--- config.mk ---
export PLATFORM = sky130hd
export DESIGN_NAME = path_launch_capture_flat
export DESIGN_NICKNAME = d
export VERILOG_FILES = /design/src/rtl/path_meas_pkg.sv /design/src/rtl/path_launch_capture_if.sv /design/src/rtl/path_capture_sync.sv /design/src/rtl/path_launch_capture.sv /design/src/flat_wrapper.sv
export SDC_FILE = /design/constraint.sdc
export NUM_CORES = 1
export LEC_CHECK = 0
export CAP_MARGIN = 30
export CORE_AREA = 10 10 70 131
export CTS_BUF_LIST = sky130_fd_sc_hd__clkbuf_8 sky130_fd_sc_hd__clkbuf_16
export DETAILED_ROUTE_END_ITERATION = 12
export DIE_AREA = 0 0 80 141
export GPL_TIMING_DRIVEN = 0
export PLACE_DENSITY = 0.78
export SETUP_SLACK_MARGIN = 0.02
export SLEW_MARGIN = 20
export SYNTH_ARGS = -nofsm -noshare
export SYNTH_HDL_FRONTEND = slang
export SYNTH_HIERARCHICAL = 1
export SYNTH_SLANG_ARGS = --single-unit
--- constraint.sdc ---
create_clock -name clk -period 4.7 [get_ports clk]
set_input_delay 1.41 -clock clk [delete_from_list [all_inputs] [get_ports clk]]
set_output_delay 1.41 -clock clk [all_outputs]
set_load 0.03 [all_outputs]
--- src/rtl/path_meas_pkg.sv ---
// Shared types and default sizes for the delay-path launch/capture controller.
package path_meas_pkg;

  typedef enum logic [2:0] {
    IDLE,
    PRESET,
    LAUNCH,
    WAIT,
    SYNC,
    CHECK,
    FINISH
  } state_t;

  localparam int DEF_DLY_W  = 8;
  localparam int DEF_CNT_W  = 16;
  localparam int DEF_SETTLE = 16;

  // Width of a down-counter that must hold n-1.
  function automatic int cnt_w_for(input int n);
    return (n > 1) ? $clog2(n) : 1;
  endfunction

endpackage

--- src/rtl/path_launch_capture_if.sv ---
// Control/status and path connections of the launch/capture controller.
interface path_launch_capture_if #(
  parameter int DLY_W = path_meas_pkg::DEF_DLY_W,
  parameter int CNT_W = path_meas_pkg::DEF_CNT_W
);
  logic             start;
  logic [DLY_W-1:0] sample_delay;
  logic [CNT_W-1:0] num_trials;
  logic             path_in;
  logic             path_out;
  logic             busy;
  logic             done;
  logic [CNT_W-1:0] err_count;
  logic             last_sample;

  modport master (
    output start, sample_delay, num_trials, path_out,
    input  path_in, busy, done, err_count, last_sample
  );

  modport slave (
    input  start, sample_delay, num_trials, path_out,
    output path_in, busy, done, err_count, last_sample
  );
endinterface

--- src/rtl/path_capture_sync.sv ---
// Enabled capture flop at the chain end followed by a stabilising re-register.
module path_capture_sync (
  input  logic clk,
  input  logic rst,
  input  logic i_cap_en,
  input  logic i_sync_en,
  input  logic i_path_out,
  output logic o_sample
);
  (* keep = "true", dont_touch = "true" *) logic r_cap_p0;
  (* keep = "true", dont_touch = "true" *) logic r_sync_p1;

  // Capture stage: may go metastable, never compared directly.
  always_ff @(posedge clk) begin
    if (i_cap_en) r_cap_p0 <= i_path_out;
  end

  // Stabilising stage.
  always_ff @(posedge clk) begin
    if (rst)            r_sync_p1 <= 1'b0;
    else if (i_sync_en) r_sync_p1 <= r_cap_p0;
  end

  assign o_sample = r_sync_p1;
endmodule

--- src/rtl/path_launch_capture.sv ---
// Repeatedly launches an edge into a delay chain and counts late captures at its end.
module path_launch_capture
  import path_meas_pkg::*;
#(
  parameter int DLY_W        = DEF_DLY_W,
  parameter int CNT_W        = DEF_CNT_W,
  parameter int SETTLE       = DEF_SETTLE,
  parameter int PATH_INVERTS = 0
) (
  input  logic                 clk,
  input  logic                 rst,
  path_launch_capture_if.slave bus
);
  localparam int   SET_W = cnt_w_for(SETTLE);
  localparam logic INV   = (PATH_INVERTS != 0);

  state_t           r_state;
  state_t           w_state_nxt;
  logic [DLY_W-1:0] r_dly_lat;
  logic [DLY_W-1:0] r_dly_cnt;
  logic [CNT_W-1:0] r_trials_lat;
  logic [CNT_W-1:0] r_trial_cnt;
  logic [CNT_W-1:0] r_err_cnt;
  logic [CNT_W-1:0] w_trial_inc;
  logic [SET_W-1:0] r_settle_cnt;
  logic             r_pol;
  (* keep = "true", dont_touch = "true" *) logic r_path_in;
  logic             w_busy;
  logic             w_done;
  logic             w_cap_en;
  logic             w_sync_en;
  logic             w_last_sample;
  logic             w_expected;
  logic             w_accept;
  logic             w_enter_preset;

  function automatic logic [CNT_W-1:0] sat_inc(input logic [CNT_W-1:0] v);
    return (&v) ? v : v + CNT_W'(1);
  endfunction

  assign w_accept       = (r_state == IDLE) && bus.start;
  assign w_trial_inc    = r_trial_cnt + CNT_W'(1);
  assign w_expected     = ~r_pol ^ INV;
  assign w_enter_preset = (w_state_nxt == PRESET) && (r_state != PRESET);

  always_ff @(posedge clk) begin
    if (rst) r_state <= IDLE;
    else     r_state <= w_state_nxt;
  end

  always_comb begin
    w_state_nxt = r_state;
    w_busy      = 1'b1;
    w_done      = 1'b0;
    w_cap_en    = 1'b0;
    w_sync_en   = 1'b0;
    case (r_state)
      IDLE: begin
        w_busy = 1'b0;
        if (w_accept) w_state_nxt = (bus.num_trials == '0) ? FINISH : PRESET;
      end
      PRESET: if (r_settle_cnt == '0) w_state_nxt = LAUNCH;
      LAUNCH: w_state_nxt = WAIT;
      WAIT: begin
        if (r_dly_cnt == '0) begin
          w_cap_en    = 1'b1;
          w_state_nxt = SYNC;
        end
      end
      SYNC: begin
        w_sync_en   = 1'b1;
        w_state_nxt = CHECK;
      end
      CHECK: w_state_nxt = (w_trial_inc == r_trials_lat) ? FINISH : PRESET;
      FINISH: begin
        w_busy      = 1'b0;
        w_done      = 1'b1;
        w_state_nxt = IDLE;
      end
      default: w_state_nxt = IDLE;
    endcase
  end

  // Launch flop and run bookkeeping; path_in is parked at pol before PRESET starts.
  always_ff @(posedge clk) begin
    if (rst) begin
      r_path_in   <= 1'b0;
      r_pol       <= 1'b0;
      r_trial_cnt <= '0;
      r_err_cnt   <= '0;
    end else begin
      case (r_state)
        IDLE: begin
          if (w_accept) begin
            r_pol       <= 1'b0;
            r_trial_cnt <= '0;
            r_err_cnt   <= '0;
            if (bus.num_trials != '0) r_path_in <= 1'b0;
          end
        end
        LAUNCH: r_path_in <= ~r_pol;
        CHECK: begin
          if (w_last_sample != w_expected) r_err_cnt <= sat_inc(r_err_cnt);
          r_trial_cnt <= w_trial_inc;
          r_pol       <= ~r_pol;
        end
        default: ;
      endcase
    end
  end

  always_ff @(posedge clk) begin
    if (w_accept) begin
      r_dly_lat    <= bus.sample_delay;
      r_trials_lat <= bus.num_trials;
    end
    if (w_enter_preset)           r_settle_cnt <= SET_W'(SETTLE - 1);
    else if (r_settle_cnt != '0)  r_settle_cnt <= r_settle_cnt - SET_W'(1);
    if (r_state == LAUNCH)        r_dly_cnt <= r_dly_lat;
    else if (r_dly_cnt != '0)     r_dly_cnt <= r_dly_cnt - DLY_W'(1);
  end

  path_capture_sync u_capture (
    .clk        (clk),
    .rst        (rst),
    .i_cap_en   (w_cap_en),
    .i_sync_en  (w_sync_en),
    .i_path_out (bus.path_out),
    .o_sample   (w_last_sample)
  );

  assign bus.path_in     = r_path_in;
  assign bus.busy        = w_busy;
  assign bus.done        = w_done;
  assign bus.err_count   = r_err_cnt;
  assign bus.last_sample = w_last_sample;
endmodule

--- src/flat_wrapper.sv ---
// flat-port wrapper written by rule: the top's interface ports become plain ports
module path_launch_capture_flat import path_meas_pkg::*;
#(
  parameter int DLY_W        = DEF_DLY_W,
  parameter int CNT_W        = DEF_CNT_W,
  parameter int SETTLE       = DEF_SETTLE,
  parameter int PATH_INVERTS = 0
)
  (clk, rst, bus_start, bus_sample_delay, bus_num_trials, bus_path_out, bus_path_in, bus_busy, bus_done, bus_err_count, bus_last_sample);
  path_launch_capture_if #(.DLY_W(DLY_W), .CNT_W(CNT_W)) bus_i ();
  input  logic clk;
  input  logic rst;
  input wire logic [$bits(bus_i.start)-1:0] bus_start;
  input wire logic [$bits(bus_i.sample_delay)-1:0] bus_sample_delay;
  input wire logic [$bits(bus_i.num_trials)-1:0] bus_num_trials;
  input wire logic [$bits(bus_i.path_out)-1:0] bus_path_out;
  output wire logic [$bits(bus_i.path_in)-1:0] bus_path_in;
  output wire logic [$bits(bus_i.busy)-1:0] bus_busy;
  output wire logic [$bits(bus_i.done)-1:0] bus_done;
  output wire logic [$bits(bus_i.err_count)-1:0] bus_err_count;
  output wire logic [$bits(bus_i.last_sample)-1:0] bus_last_sample;
  assign bus_i.start = bus_start;
  assign bus_i.sample_delay = bus_sample_delay;
  assign bus_i.num_trials = bus_num_trials;
  assign bus_i.path_out = bus_path_out;
  assign bus_path_in = bus_i.path_in;
  assign bus_busy = bus_i.busy;
  assign bus_done = bus_i.done;
  assign bus_err_count = bus_i.err_count;
  assign bus_last_sample = bus_i.last_sample;
  path_launch_capture #(.DLY_W(DLY_W), .CNT_W(CNT_W), .SETTLE(SETTLE), .PATH_INVERTS(PATH_INVERTS)) u_core (.clk(clk), .rst(rst), .bus(bus_i));
endmodule
==> summary.md <==
| Metric | Value |
|---|---|
| Max-slew violation count | `0` |
| Sw frac | `0.241` |
| DPL Wire Length | `6890 µm` |
| Max-cap check violation count | `0` |
| Startpoint Class | `input port` |
| Core ar. | `~7000 µm²` |
| # diodes | `0` |
| Reg power frac | `0.499` |
| Total CTS buffers | `9` |
| Worst hold start | `u_core/u_capture/r_cap_p0$_DFFE_PP_` |
| Chip height | `approximately 140 µm` |
| Clk root buf | `clkbuf_16` |
| Setup repair after global routing missed its margin | `no` |
| Layout cells sized above 1 | `0.0604` |
| Clk pwr share | `0.403` |
| Total gr overflow | `0` |
| ANT nets after route | `0` |
| Period utilization | `0.785` |
| Initial antenna violation count | `0` |
| Port bufs | `47` |
| Setup_tns | `0 ns` |
| Slew HR | `0.439` |
| DR vias | `about 3300` |
| Outcome | `finished, final reports clean` |
| First-pass GRT wire length | `approximately 15000 µm` |
| Final GP Congestion | `roughly 0.9` |
| Gate power share | `0.098` |
| Vias in the first global route | `3219` |
| Critical Path Stages | `7` |
| Remaining DRCs | `0` |
| Layout Skew | `approximately 0.0053 ns` |
| Reg-to-reg startpoint | `u_core/r_trial_cnt[0]$_SDFFE_PP0P_` |
| Maximum VDD drop | `roughly 0.28 mV` |
| Crit end category | `flop` |
| Final min period | `approximately 3.7 ns` |
| CP Class | `input port to flop` |
| Int Power | `about 1.2 mW` |
| Drt wl/cell | `~17 µm` |
| CP max stage cell | `nor2_4` |
| Hold path depth | `2` |
| Post-CTS resize count | `0` |
| Syn Nets | `450` |
| Worst path required time | `4.93 ns` |
| CTS tree | `done` |
| Critical path's largest stage delay | `between 0.6 and 0.7 ns` |
| Hold WC Path Type | `flop to flop` |
| Crit-path leading delay family | `simple AND/OR/NAND/NOR gates` |
| Worst slew pin tran | `between 0.8 and 0.9 ns` |
| Critical path fanouts, max | `27` |
| Psw | `0.372 mW` |
| Area growth from synthesis to layout | `22.4%` |
| Setup violators final | `0` |
| GRT Overall Usage | `0.172` |
| Post-Syn Area per Cell | `slightly above 9 µm²` |
| Clock Path Buffers | `2` |
| # rows | `44` |
| Htree depth | `3` |
| Die area | `~11000 µm²` |
| Power per cell area | `between 300 and 400 nW/µm²` |
| Initial Util | `0.540` |
| Cells after synthesis | `417` |
| Routed wire length | `about 9500 µm` |
| Final Hold Vio Count | `0` |
| Pin count of the biggest net entering global routing | `28` |
| Hold_buf cts | `0` |
| Synthesized cell area | `a little under 4000 µm²` |
| Hold WS | `about 0.49 ns` |
| Achievable Freq | `0.271 GHz` |
| Post-DR vias/cell | `approximately 5.8` |
| Worst-Skew Late Latency | `~0.34 ns` |
| FF-to-FF path depth | `7` |
| Worst EP arrival | `3.92 ns` |
| Cell chain of the critical path | `clkdlybuf4s50_1 > or3b_1 > nor2_4 > nand2_1 > o21ai_1 > nor2_1 > a221oi_1` |
| CTS sink cnt | `75` |
| DR iter-0 viols | `roughly 260` |
| DR pass1 iterations | `5` |
| Tot Pwr | `roughly 1.5 mW` |
| YS warnings | `6` |
| Crit path buf inv count | `1` |
| Nets | `~500` |
| Setup bufs post-CTS | `0` |
| Clock-pin slew on the worst setup and hold paths | `approximately 0.05 ns` |
| Worst setup path startpoint | `bus_start` |
| Leakage | `1.62 nW` |
| Die width | `~80 µm` |
| # IOs | `between 40 and 50` |
==> cells in the final DEF (no fill, tap or decap), drive strengths merged, types with 12 or more instances in the layout <==
cell / instances
xor2: 19
clkbuf: 25
clkdlybuf4s50: 47
o21ai: 23
nor2: 55
inv: 12
edfxtp: 33
nor4: 15
a21oi: 32
nor3: 14
nand2: 38
nand4: 15
xnor2: 23
dfxtp: 42
==> sequential cells by signal, indices dropped and copies added (netlist names) <==
signal,flops
u_core/r_trials_lat,16
u_core/u_capture/o_sample,1
u_core/r_dly_cnt,8
u_core/r_state,3
u_core/bus.err_count,16
u_core/r_trial_cnt,16
u_core/bus.path_in,1
u_core/r_settle_cnt,4
u_core/r_pol,1
u_core/r_dly_lat,8
u_core/u_capture/r_cap_p0,1
==> metrics by stage <==
stage / std cells / utilization / instance area [µm²] / worst slack, ns
2_1_floorplan: 417 / - / 3870 / 0.887
3_3_place_gp: 556 / 0.622 / 4450 / -0.359
3_5_place_dp: 556 / 0.623 / 4460 / 0.683
4_1_cts: 572 / 0.661 / 4730 / 1.05
5_1_grt: 572 / 0.661 / 4730 / 0.836
6_report: 572 / 0.661 / 4730 / 1.01
==> power by group through the flow <==
stage          registers, mW  logic, mW  clock network (mW)
2_1_floorplan          0.776     0.0972                   0
3_3_place_gp           0.783      0.145                   0
3_5_place_dp           0.785      0.150                   0
4_1_cts                0.771      0.151               0.637
5_1_grt                0.778      0.169               0.661
6_report               0.772      0.151               0.622
==> tightest hold or removal path: stages (launching register included) <==
cell	delay, ns
edfxtp_1	0.32
mux2i_1	0.07
nor2_1	0.07
==> layer usage <==
metal / up-vias / global-route usage / wire length, µm / share of wire
li1: 1627 / - / - / -
met1: 1553 / 0.184 / 3670 / 0.39
met2: 103 / 0.297 / 5110 / 0.54
met3: 22 / 0.0478 / 459 / 0.048
met4: 0 / 0.0830 / 255 / 0.027
met5: - / 0 / 0 / 0
==> cell type report <==
type,count,area [µm²]
Buffer,18,71.3
Fill cell,603,2430
Clock buffer,10,239
Clock inverter,6,32.5
Tap cell,92,115
Multi-Input combinational cell,314,1930
Timing Repair Buffer,47,470
Sequential cell,75,1830
Inverter,10,37.5
==> worst paths after layout <==
kind	to	slack (ns)
hold reg to reg	u_core/u_capture/o_sample$_SDFFE_PP0P_	0.49
hold / removal	u_core/u_capture/o_sample$_SDFFE_PP0P_	0.49
setup / recovery	u_core/r_state[0]$_SDFF_PP0_	1.01
setup reg to reg	u_core/r_state[0]$_SDFF_PP0_	1.95
(Power assumes the default switching activity.)
==> RTL change 1: new RTL, config.mk and constraints unchanged <==
Encoding of `state_t`: now one-hot (7 bits for 7 states).
--- a/src/rtl/path_meas_pkg.sv
+++ b/src/rtl/path_meas_pkg.sv
@@ -1,14 +1,14 @@
 // Shared types and default sizes for the delay-path launch/capture controller.
 package path_meas_pkg;
 
-  typedef enum logic [2:0] {
-    IDLE,
-    PRESET,
-    LAUNCH,
-    WAIT,
-    SYNC,
-    CHECK,
-    FINISH
+  typedef enum logic [6:0] {
+    IDLE   = 7'b0000001,
+    PRESET = 7'b0000010,
+    LAUNCH = 7'b0000100,
+    WAIT   = 7'b0001000,
+    SYNC   = 7'b0010000,
+    CHECK  = 7'b0100000,
+    FINISH = 7'b1000000
   } state_t;
 
   localparam int DEF_DLY_W  = 8;
Formal check against the unedited RTL: same outputs for any inputs over 10 cycles, from zero or initial values and one cycle with rst high; not proved beyond that.
==> RTL change 1 against the original RTL <==
Global-route usage is 1.5 points lower. Power is 13% higher. First-iteration DRC count is 24% lower. Routed wire length is 12% lower. Worst hold slack worse by 0.0010 ns. Count of clock-buffer cells in the layout is 1 lower. Sequential cell count is 4 higher. Non-clock buffer count is 1 higher. Synthesized area is 2.2% higher. Design area is 3.0% higher. Setup slack better by 0.19 ns. Largest power group unchanged.
==> RTL change 1: results (changes against the original RTL) <==
* Status: complete, no violations
* Via/cell ratio at 5.496 (-4.9%)
* Number of cells after detailed placement at 555 (-0.18%)
* Routability cong. at 0.8226 (-7.9%)
* 1st-iter DRT viols at 196 (-24%)
* GRT Total Usage at 15.69% (-1.5 points)
* Leak at 1.688 nW (+4.4%)
* CP max stage delay at 0.60 ns (-0.04 ns)
* First drt pass iteration count at 4 (-1)
* Hpwl dp at 6209 um (-9.9%)
* Wire per inst at 14.58 um (-12%)
* First-pass GRT wire length at 14080 um (-7.7%)
* WL met1 at 3458 um (-5.8%)
* Critical Path AT at 2.09 ns (-1.83 ns)
* Maximum VDD drop at 0.3064 mV (+7.6%)
* CP Max Fanout at 7 (-74%)
* Max Clock Skew at 0.008684 ns (+0.003372 ns)
* Worst path slowest cell: clkdlybuf4s50_1
* Syn Nets at 449 (-0.22%)
* Area after DPL at 0.004537 mm2 (+1.7%)
* Largest net degree at the start of global routing at 26 (-7.1%)
* Syn avg cell area at 9.498 um2 (+2.4%)
* Net count, final at 507 (-0.20%)
* Internal power at 1.365 mW (+16%)
* Met2 WL at 4256 um (-17%)
* Relative slew slack at 38.85% (-5.1 points)
* DP Worst Slack at 0.9447 ns (+0.2615 ns)
-- RTL change 1: metal layers --
| metal | up-vias | global-route usage [%] |
|---|---|---|
| met5 | - | 0 |
| met2 | 72 | 25.67 |
| met3 | 10 | 4.904 |
| met1 | 1447 | 17.62 |
| met4 | 0 | 7.929 |
| li1 | 1609 | - |
-- RTL change 1: worst max-delay path: cells and delay by family, from the launching register on --
kind                   cells  cell delay, ns
buffers and inverters      1            0.60
and+or+nand+nor            2            0.69
AOI/OAI and AO/OA          1            0.09
DFF                        1            0.38
-- RTL change 1: layout make-up --
class	instances	area, um2
clock buffer	9	225.2
fill	597	2282
multi-input combinational	304	1899
timing repair buffer	47	470.5
inverter	14	52.55
buffer	19	87.58
sequential	79	1912
tap	92	115.1
clock inverter	7	112.6
-- RTL change 1: worst paths after layout --
check | startpoint | to | slack [ns] | cells past startpoint
worst max register to register | u_core/r_trial_cnt[0] | u_core/r_settle_cnt[1] | 1.76 | 8
worst min-delay path | u_core/u_capture/r_cap_p0 | u_core/u_capture/o_sample | 0.49 | 2
worst min register to register | u_core/u_capture/r_cap_p0 | u_core/u_capture/o_sample | 0.49 | 2
worst max-delay path | u_core/r_state[2] | bus_busy | 1.20 | 4
-- RTL change 1: power by group through the flow --
| stage | Combinational [mW] | Clock (mW) | Sequential, mW |
|---|---|---|---|
| 2_1_floorplan | 0.118 | 0 | 0.799 |
| 3_3_place_gp | 0.167 | 0 | 0.804 |
| 3_5_place_dp | 0.172 | 0 | 0.806 |
| 4_1_cts | 0.175 | 0.798 | 0.792 |
| 5_1_grt | 0.191 | 0.837 | 0.795 |
| 6_report | 0.173 | 0.778 | 0.792 |
==> RTL change 2: new RTL, config.mk and constraints unchanged <==
Made on the original files. Set the package constant `DEF_CNT_W` to 18 (it was 16).
--- a/src/rtl/path_meas_pkg.sv
+++ b/src/rtl/path_meas_pkg.sv
@@ -12,7 +12,7 @@
   } state_t;
 
   localparam int DEF_DLY_W  = 8;
-  localparam int DEF_CNT_W  = 16;
+  localparam int DEF_CNT_W  = 18;
   localparam int DEF_SETTLE = 16;
 
   // Width of a down-counter that must hold n-1.
Interface: changed (resized bus_err_count and bus_num_trials); port bits go from 48 to 52. The function was not compared with the original's and may differ.
==> RTL change 2 against the original RTL <==
Count of clock-buffer cells in the layout decreased by 1. Core utilization rose by 6.9 points. Design area rose by 10%. Setup slack improved by 0.20 ns. Synthesized cell count rose by 12%. Sequential cell count up 6. Non-clock buffer count up 13. Register-to-register slack lost 0.16 ns. Routed wire length rose by 7.0%. Die area stayed put. Synthesized area rose by 10%. Power up 11%. Critical path type unchanged.
==> RTL change 2: results (changes against the original RTL) <==
* Cts bufs inserted at 9 (unchanged)
* Critical Path AT at 3.70 ns (-0.22 ns)
* Maximum VDD drop at 0.3114 mV (+9.4%)
* Layout cell share with drive strength beyond 1 at 7.678% (+1.6 points)
* Leak at 1.731 nW (+7.0%)
* CTS Root Cell: clkbuf_16
* First-pass GRT wire length at 16400 um (+7.5%)
* Hold path endpoint: u_core/u_capture/o_sample
* Syn Nets at 501 (+11%)
* Post-CTS setup buffer count at 0 (unchanged)
* Vias in the first global route at 3427 (+6.5%)
* Worst hold path class: reg2reg
* Diodes inserted at 0 (unchanged)
* CP Max Fanout at 6 (-78%)
* DR vias at 3619 (+9.5%)
* Htree depth at 3 (unchanged)
* Routability cong. at 0.8876 (-0.58%)
* Wire per inst at 16.24 um (-2.2%)
* Hold path cells at 2 (unchanged)
* DP Worst Slack at 0.8945 ns (+0.2113 ns)
* Largest net degree at the start of global routing at 24 (-14%)
* RR Startpoint: u_core/r_trial_cnt[1]
* Final Non-Filler Cells at 626 (+9.4%)
* Number of cells after detailed placement at 610 (+9.7%)
* Hpwl dp at 7310 um (+6.0%)
* Clock Latency Late Sink at 0.35 ns
* CTS resizes at 0 (unchanged)
* Hold wc startpoint: u_core/u_capture/r_cap_p0
* Initial antenna violation count at 0 (unchanged)
* R2r setup slk at 1.79 ns (-0.16 ns)
* GRT Total Usage at 18.27% (+1.1 points)
* Max Clock Skew at 0.005723 ns (+0.0004116 ns)
* Clock slew at reported path FFs at 0.07 ns (+0.02 ns)
* FF-to-FF End: u_core/r_state[2]
* Port buffer count at 51 (+8.5%)
* First drt pass iteration count at 5 (unchanged)
* Actual slew at the worst max-slew pin at 0.7739 ns (-0.05969 ns)
* Initial core utilization at 59.53% (+5.5 points)
* Reg2reg path depth at 8 (+1)
* Clock Path Buffers at 2 (unchanged)
* 1st-iter DRT viols at 331 (+28%)
* Synth Warn # at 6 (unchanged)
* Status: complete, no violations
* Syn avg cell area at 9.142 um2 (-1.4%)
* Net count, final at 564 (+11%)
[RTL change 2: report_power, final]
part,switching (mW),internal (mW),leakage (nW)
Sequential,0.0357,0.793,0.704
Clock,0.310,0.422,0.149
Combinational,0.0734,0.0748,0.878
[RTL change 2: how the worst max path moves through the flow]
stage / cells past startpoint / end / start / slack [ns]
floorplan: 6 / u_core/bus.err_count[17] / bus_start / 1.12
global placement: 7 / u_core/r_trial_cnt[3] / bus_start / -0.12
detailed placement: 7 / u_core/r_state[0] / bus_num_trials[12] / 0.89
CTS: 7 / u_core/r_state[0] / bus_num_trials[12] / 1.23
global route: 8 / u_core/bus.err_count[17] / bus_start / 1.07
finish: 6 / u_core/r_state[0] / bus_num_trials[3] / 1.20
[RTL change 2: worst max-delay path, stage by stage]
cell	delay, ns
clkdlybuf4s50_1	0.42
or4_1	0.52
nor4_1	0.61
nor2b_1	0.26
a311oi_1	0.35
a221oi_1	0.13
[RTL change 2: metal layers]
layer  track usage, %  vias up  part of all wire [%]
li1                 -     1813                     -
met1            21.89     1672                    42
met2            29.75      118                    50
met3            3.439       16                   5.3
met4            9.515        0                   2.1
met5                0        -                     0
[RTL change 2: stage by stage]
step / setup TNS [ns] / cell area, um2 / hold slack (ns)
after global placement: -0.9667 / 4886 / 0.4804
final: 0 / 5224 / 0.4952
after detailed placement: 0 / 4915 / 0.4866
after CTS: 0 / 5224 / 0.5060
after floorplan: 0 / 4260 / 0.4563
after global routing: 0 / 5224 / 0.5409
[RTL change 2: area by class of cell]
class	count	area, um2
Clock inverter	7	83.83
Buffer	26	125.1
Multi-Input combinational cell	346	2116
Timing Repair Buffer	52	538.0
Inverter	13	48.80
Tap cell	92	115.1
Clock buffer	9	225.2
Fill cell	558	1933
Sequential cell	81	1972
